**src/rtl/cpu_pkg.sv**
```systemverilog
// Shared pipeline-control definitions: mult/div sequencer state encoding and latency defaults.
package cpu_pkg;

   typedef enum logic {
      S_IDLE = 1'b0,
      S_BUSY = 1'b1
   } state_t;

   localparam int unsigned MULT_CYCLES_DEF = 5;
   localparam int unsigned DIV_CYCLES_DEF  = 10;
   localparam int unsigned CNT_W_DEF       = 4;

endpackage

```
**src/rtl/md_busy_timer.sv**
```systemverilog
// Mult/div occupancy timer: counts down the unit latency and strobes the HI/LO write on the last cycle.
module md_busy_timer
   import cpu_pkg::*;
#(
   parameter int unsigned MULT_CYCLES = MULT_CYCLES_DEF,
   parameter int unsigned DIV_CYCLES  = DIV_CYCLES_DEF,
   parameter int unsigned CNT_W       = CNT_W_DEF
) (
   input  logic clk,
   input  logic rst,
   input  logic md_go,
   input  logic md_is_div,
   output logic md_busy,
   output logic hilo_we
);

   state_t             state, state_nxt;
   logic [CNT_W-1:0]   cnt, cnt_nxt;
   logic               is_div, is_div_nxt;

   // is_div is kept for debug visibility of the in-flight op type
   logic unused_is_div;
   assign unused_is_div = is_div;

   always_ff @(posedge clk or negedge rst) begin
      if (!rst) begin
         state  <= S_IDLE;
         cnt    <= '0;
         is_div <= 1'b0;
      end else begin
         state  <= state_nxt;
         cnt    <= cnt_nxt;
         is_div <= is_div_nxt;
      end
   end

   always_comb begin
      state_nxt  = state;
      cnt_nxt    = cnt;
      is_div_nxt = is_div;
      md_busy    = 1'b0;
      hilo_we    = 1'b0;
      case (state)
         S_IDLE: begin
            if (md_go) begin
               cnt_nxt    = md_is_div ? CNT_W'(DIV_CYCLES) : CNT_W'(MULT_CYCLES);
               is_div_nxt = md_is_div;
               state_nxt  = S_BUSY;
            end
         end
         S_BUSY: begin
            md_busy = 1'b1;
            cnt_nxt = cnt - CNT_W'(1);
            // last busy cycle: result lands in HI/LO
            if (cnt == CNT_W'(1)) begin
               hilo_we   = 1'b1;
               cnt_nxt   = '0;
               state_nxt = S_IDLE;
            end
         end
         default: begin
            state_nxt = S_IDLE;
            cnt_nxt   = '0;
         end
      endcase
   end

endmodule

```
**src/rtl/pipe_hazard_ctrl.sv**
```systemverilog
// Pipeline stall/flush sequencer: merges load-use, mult/div occupancy and exception flush into register strobes.
module pipe_hazard_ctrl
   import cpu_pkg::*;
#(
   parameter int unsigned MULT_CYCLES = MULT_CYCLES_DEF,
   parameter int unsigned DIV_CYCLES  = DIV_CYCLES_DEF,
   parameter int unsigned CNT_W       = CNT_W_DEF,
   parameter int unsigned PERF_W      = 32
) (
   input  logic              clk,
   input  logic              rst,
   input  logic              ld_use_req,
   input  logic              md_use_D,
   input  logic              md_start,
   input  logic              md_is_div,
   input  logic              flush_req,
   output logic              en_F,
   output logic              en_D,
   output logic              clr_D,
   output logic              clr_E,
   output logic              clr_M,
   output logic              md_busy,
   output logic              hilo_we,
   output logic [PERF_W-1:0] stall_cycles
);

   logic md_go;
   logic stall_md;
   logic stall;

   // md_busy is low exactly when the timer is idle, so it doubles as the issue qualifier
   assign md_go    = md_start & ~flush_req & ~md_busy;
   assign stall_md = md_use_D & (md_busy | md_start);
   assign stall    = (ld_use_req | stall_md) & ~flush_req;

   md_busy_timer #(
      .MULT_CYCLES (MULT_CYCLES),
      .DIV_CYCLES  (DIV_CYCLES),
      .CNT_W       (CNT_W)
   ) u_md_busy_timer (
      .clk       (clk),
      .rst       (rst),
      .md_go     (md_go),
      .md_is_div (md_is_div),
      .md_busy   (md_busy),
      .hilo_we   (hilo_we)
   );

   // Priority: reset, then flush, then stall
   always_comb begin
      en_F  = 1'b1;
      en_D  = 1'b1;
      clr_D = 1'b0;
      clr_E = 1'b0;
      clr_M = 1'b0;
      if (!rst) begin
         en_F  = 1'b0;
         en_D  = 1'b0;
         clr_D = 1'b1;
         clr_E = 1'b1;
         clr_M = 1'b1;
      end else if (flush_req) begin
         clr_D = 1'b1;
         clr_E = 1'b1;
         clr_M = 1'b1;
      end else if (stall) begin
         en_F  = 1'b0;
         en_D  = 1'b0;
         clr_E = 1'b1;
      end
   end

   always_ff @(posedge clk or negedge rst) begin
      if (!rst) begin
         stall_cycles <= '0;
      end else if (stall) begin
         stall_cycles <= stall_cycles + PERF_W'(1);
      end
   end

endmodule

```
**config.mk**
```make
export PLATFORM = sky130hd
export DESIGN_NAME = pipe_hazard_ctrl
export DESIGN_NICKNAME = d
export VERILOG_FILES = /design/src/rtl/cpu_pkg.sv /design/src/rtl/md_busy_timer.sv /design/src/rtl/pipe_hazard_ctrl.sv
export SDC_FILE = /design/constraint.sdc
export NUM_CORES = 1
export LEC_CHECK = 0
export BUFFER_PORTS_ARGS = -buffer_cell sky130_fd_sc_hd__buf_4
export CELL_PAD_IN_SITES_DETAIL_PLACEMENT = 0
export CELL_PAD_IN_SITES_GLOBAL_PLACEMENT = 1
export CORE_MARGIN = 10
export CORE_UTILIZATION = 30
export DETAILED_ROUTE_END_ITERATION = 10
export PLACE_DENSITY_LB_ADDON = 0.1
export SLEW_MARGIN = 20
export SYNTH_ARGS = -nofsm -noshare
export SYNTH_HDL_FRONTEND = slang
export SYNTH_SLANG_ARGS = --single-unit
```
**constraint.sdc**
```tcl
create_clock -name clk -period 2.24 [get_ports clk]
set_input_delay 0.224 -clock clk [delete_from_list [all_inputs] [get_ports clk]]
set_output_delay 0.224 -clock clk [all_outputs]
set_load 0.05 [all_outputs]
```
Yosys cells after proc, flatten, opt, wreduce, memory -nomap -nowiden. Index checks and enable logic that the tools add are counted.

Output and inout port bits: 39. Flip-flop bits (word level): 37. Bits of input ports: 7.

Bitwise gates (word level): 9. Add/subtract/negate cells: 2. Eq/ne operators: 2. Multiplexer cells: 18.

Operator list (count): adder 32 x 1 -> 32 bit, second input constant (1); 2-to-1 mux 1 bit (13); 2-to-1 mux 4 bit (3); one-hot mux 4 bit (2 select lines) (1); bitwise AND 1 bit (4); equality test 4 x 1 -> 1 bit, second input constant (1); subtractor 4 x 1 -> 4 bit, second input constant (1); NOT 1 bit (3); != test 2 bit, second input constant (1); OR 1 bit (2); one-hot mux 1 bit (2 select lines) (1).

Longest topological paths before layout.
Depth in word-level cells: 8. Mapped depth: 7. Gate-level depth less buffers: 6.

By module. From an unflattened synthesis, not the netlist that was laid out.

Cells, all modules: 175. Area total of the unflattened synthesis: 1910.6 sq um.

Modules (own cells, without submodules): pipe_hazard_ctrl (sequential area each 800.8 sq um, area an instance 1621.6 sq um, cells an instance 144, times used 1); md_busy_timer (sequential area each 125.1 sq um, area an instance 289.0 sq um, cells an instance 31, times used 1).

Least setup slack after synthesis. OpenSTA, ideal clock, no wires.

Kind: register to register. From: reg stall_cycles[12]. To: reg stall_cycles[27]. Path buffers: 0. Period minus slack after synthesis: 2.018 ns. Cell stages (with the launch flop): 6. Path slack: 0.222 ns. Library setup time: 0.141 ns. Arrival time: 1.877 ns. Cells stage by stage: dfrtp_1 -> nand3_1 -> or2_1 -> nor4_4 -> nand4_1 -> xnor2_1.

Cells in the longest elaborated chain, start to end: 1.

Ends and longest elaborated chain: from (decl) (line pipe_hazard_ctrl.sv:24) `output logic [PERF_W-1:0] stall_cycles`; from (signal assigned) (line pipe_hazard_ctrl.sv:77) `stall_cycles <= stall_cycles + PERF_W'(1);`; adder 32 x 1 -> 32 bit (line pipe_hazard_ctrl.sv:77).

Every way passes these cells. A chain may end at the register's enable or synchronous reset.

Worst setup path after layout.
From: reg u_md_busy_timer.state. To: reg stall_cycles[14].

Cells in the longest elaborated chain, start to end: 5.

Ends and longest elaborated chain: from (decl) (line md_busy_timer.sv:17) `state_t state, state_nxt;`; from (signal assigned) (line md_busy_timer.sv:31) `state <= state_nxt;`; 2-to-1 mux 1 bit (line md_busy_timer.sv:43) `case (state)`; OR 1 bit (line pipe_hazard_ctrl.sv:33) `assign stall_md = md_use_D & (md_busy | md_start);`; bitwise AND 1 bit (line pipe_hazard_ctrl.sv:33); OR 1 bit (line pipe_hazard_ctrl.sv:34) `assign stall = (ld_use_req | stall_md) & ~flush_req;`; bitwise AND 1 bit (line pipe_hazard_ctrl.sv:34).

Every way passes these cells.

==> impl_metrics.py <==
metrics = {
    "global_route": {
        "grt_antenna_before_repair": 0,
        "use_met2_pct": 15.7,
        "grt_usage_pct": 9.49,
        "grt_max_degree": 38,
        "grt_pass1_wl_mm": 7.66,
        "met3_usage_pct": 3.91,
        "first_global_vias": 1521,
        "met1_usage_pct": 10.9,
        "busiest_layer": "met2",
        "grt_overflow": 0,
    },
    "sta": {
        "tightest_slew_ns": 0.472,
        "final_hold_viol_count": 0,
        "max_freq_ghz": 0.509,
        "rsz0062_at_grt": "false",
        "setup_viol": 0,
        "timing.final.crit_share_pct": 87.8,
        "finalMaxSlewViolations": 0,
        "maxSlewHeadroom_pct": 68.5,
        "finalSetupTns_ns": 0,
        "period_needed_ns": 1.97,
        "clock_skew_ns": 0.00520,
    },
    "clocking": {
        "hold_buffers": 0,
        "cts_setup_buffers": 0,
        "clk_latency_ns": 0.29,
        "max-clock-path-buffers": 2,
        "clockRootBuffer": "clkbuf_8",
        "numCtsBuffers": 5,
        "cts_resized": 0,
        "clock-sinks": 37,
        "htreeDepth": 2,
        "cts_tree": "yes",
        "path_clk_slew_ns": 0.07,
    },
    "drt": {
        "detail-route-antenna-nets": 0,
        "drt_iter0_markers": 27,
        "route.detailed.drc": 0,
        "vias_per_cell": 4.65,
        "vias": 1362,
        "wire_per_inst_um": 15.2,
        "wl_mm": 4.44,
        "firstDrtPassIters": 4,
    },
    "setup_path": {
        "worstPathArrival_ns": 2.19,
        "path_buf_inv": 0,
        "regToRegStartpoint": "u_md_busy_timer.state",
        "startpoint_type": "register",
        "r2r-end": "stall_cycles[14]",
        "path_cells": "o21a_1 -> o21ba_1 -> and4_1 -> and3_1 -> xor2_1",
        "ff2ff_path_depth": 5,
        "r2r_slack_ns": 0.27,
        "end_kind": "register",
        "worstSetupPathType": "register to register",
        "crit_slowest_cell": "dfrtp_1",
        "crit_family": "compound AO/OA/AOI/OAI gates",
        "crit_required_ns": 2.46,
        "slowest_delay_ns": 0.54,
        "cp_max_fo": 12,
    },
    "synth": {
        "synth-edff-count": 0,
        "ys_ff_latch": 37,
        "async_reset_ff_share_pct": 100,
        "netlist_top_cells_area": "dfrtp_1 (50%), xnor2_1 (10%), xor2_1 (4.7%)",
        "yosysWarningCount": 0,
        "synth_top_area_share_pct": 50.0,
        "synth_ff_type": "dfrtp_1",
        "yosysTopAreaCell": "dfrtp_1",
        "syn-num-nets": 180,
        "syn_area_sq_um": 1850,
        "ys_types": 34,
        "synthCells": 170,
        "synth-seq-area-share_pct": 50.0,
        "avgSynthCellArea_sq_um": 10.9,
    },
    "power": {
        "max-vdd-ir-drop_mv": 0.605,
        "power.leakage_uw": 0.00118,
        "p_per_area_nw_per_um2": 907,
    },
    "layout": {
        "area_growth_pct": 27.2,
        "diodes": 0,
        "fillers": 605,
        "seqCellArea_sq_um": 926,
        "instances_no_fill": 293,
        "layout.cells.most_common_list": "buf_4 (47), dfrtp_1 (37), xnor2_1 (22)",
        "multi_input_area_sq_um": 867,
        "mostFrequentLayoutCell": "buf_4",
        "nets": 227,
        "drive_above_1_share_pct": 29.4,
    },
    "die": {
        "ioPinCount": 46,
        "initial_core_util_pct": 31.1,
        "fp.dieH_um": 98.6,
        "core_area_sq_um": 5960,
        "dieArea_sq_um": 9720,
        "die_w_um": 98.6,
        "row_count": 28,
    },
    "run": {
        "max_cap_viol_count": 0,
    },
    "worst_hold_path": {
        "hold_class": "input pin to async pin",
    },
    "placement": {
        "place_congestion": 0.738,
        "dp.cells": 285,
        "io_buffers": 45,
        "dp_hpwl_mm": 3.34,
    },
    "run_status": {
        "status": "completed",
    },
}
stage by stage:
step | setup WS (ns) | power, uW | util [%] | hold WS (ns) | instance area, sq um
finish | 0.273 | 2140 | 39.6 | 0.00516 | 2360
global placement | 0.314 | 1620 | 37.9 | 0.344 | 2250
CTS | 0.227 | 2170 | 39.6 | 0.0309 | 2360
detailed placement | 0.260 | 1640 | 37.9 | 0.349 | 2250
global route | 0.0418 | 2280 | 39.6 | 0.0445 | 2360
floorplan | 0.222 | 1410 | - | -0.0716 | 1850
worst register-to-register path, delay by kind of cell, from the launching register on:
family           cells  cell delay (ns)
AO/OA/AOI/OAI        2             0.62
AND/OR/NAND/NOR      2             0.60
flip-flops           1             0.54
XOR/XNOR             1             0.14
cells in the mapped netlist (3+ instances only):
library cell	count
xor2_1	10
nand3_1	13
inv_1	4
and3_1	9
nand4_1	5
dfrtp_1	37
nor4_2	3
xnor2_1	22
and2_1	3
nand2_1	15
nor3_1	6
a21oi_1	3
nor2_1	7
o21ai_0	3
ha_1	3
per-layer routing:
layer	share of wire, %	wire length, um	vias up
li1	-	-	672
met1	42	1880	653
met2	50	2240	33
met3	6.4	285	4
met4	0.70	31	0
met5	0	0	-
sequential cells by signal, indices dropped and copies added, names as in the netlist:
signal	flops
stall_cycles	32
u_md_busy_timer.cnt	4
u_md_busy_timer.state	1
cell type report:
type | count | area share (%)
flip-flops and latches | 37 | 39.3
clock buffers | 7 | 4.09
inverters | 4 | 0.637
repair buffers | 47 | 15.0
multi-input cells | 122 | 36.8
well taps | 75 | 3.98
clock inverters | 1 | 0.212
cells by family after synthesis:
group / Yosys count / synth area share (%)
AOI/OAI and AO/OA: 10 / 3.38
xor gates and xnor gates: 32 / 15.1
adders and majority gates: 3 / 2.03
buffers and inverters: 11 / 3.18
DFF: 37 / 50.0
muxes: 4 / 2.30
and+or+nand+nor: 73 / 24.0
report_power, final:
part | leakage [uW] | internal [uW] | switching (uW) | total (uW)
registers | 0.000485 | 768 | 141 | 909
clock network | 0.0000542 | 278 | 239 | 518
logic | 0.000639 | 255 | 456 | 710
total | 0.00118 | 1300 | 836 | 2140
how the worst max path moves through the flow:
stage | startpoint | to | slack [ns] | cells past startpoint
detailed placement | u_md_busy_timer.state | stall_cycles[14] | 0.26 | 5
CTS | u_md_busy_timer.state | stall_cycles[14] | 0.23 | 5
global route | u_md_busy_timer.state | stall_cycles[21] | 0.04 | 5
floorplan | stall_cycles[12] | stall_cycles[27] | 0.22 | 5
finish | u_md_busy_timer.state | stall_cycles[14] | 0.27 | 5
global placement | stall_cycles[12] | stall_cycles[31] | 0.31 | 5
Power figures use the tool's default switching activity.
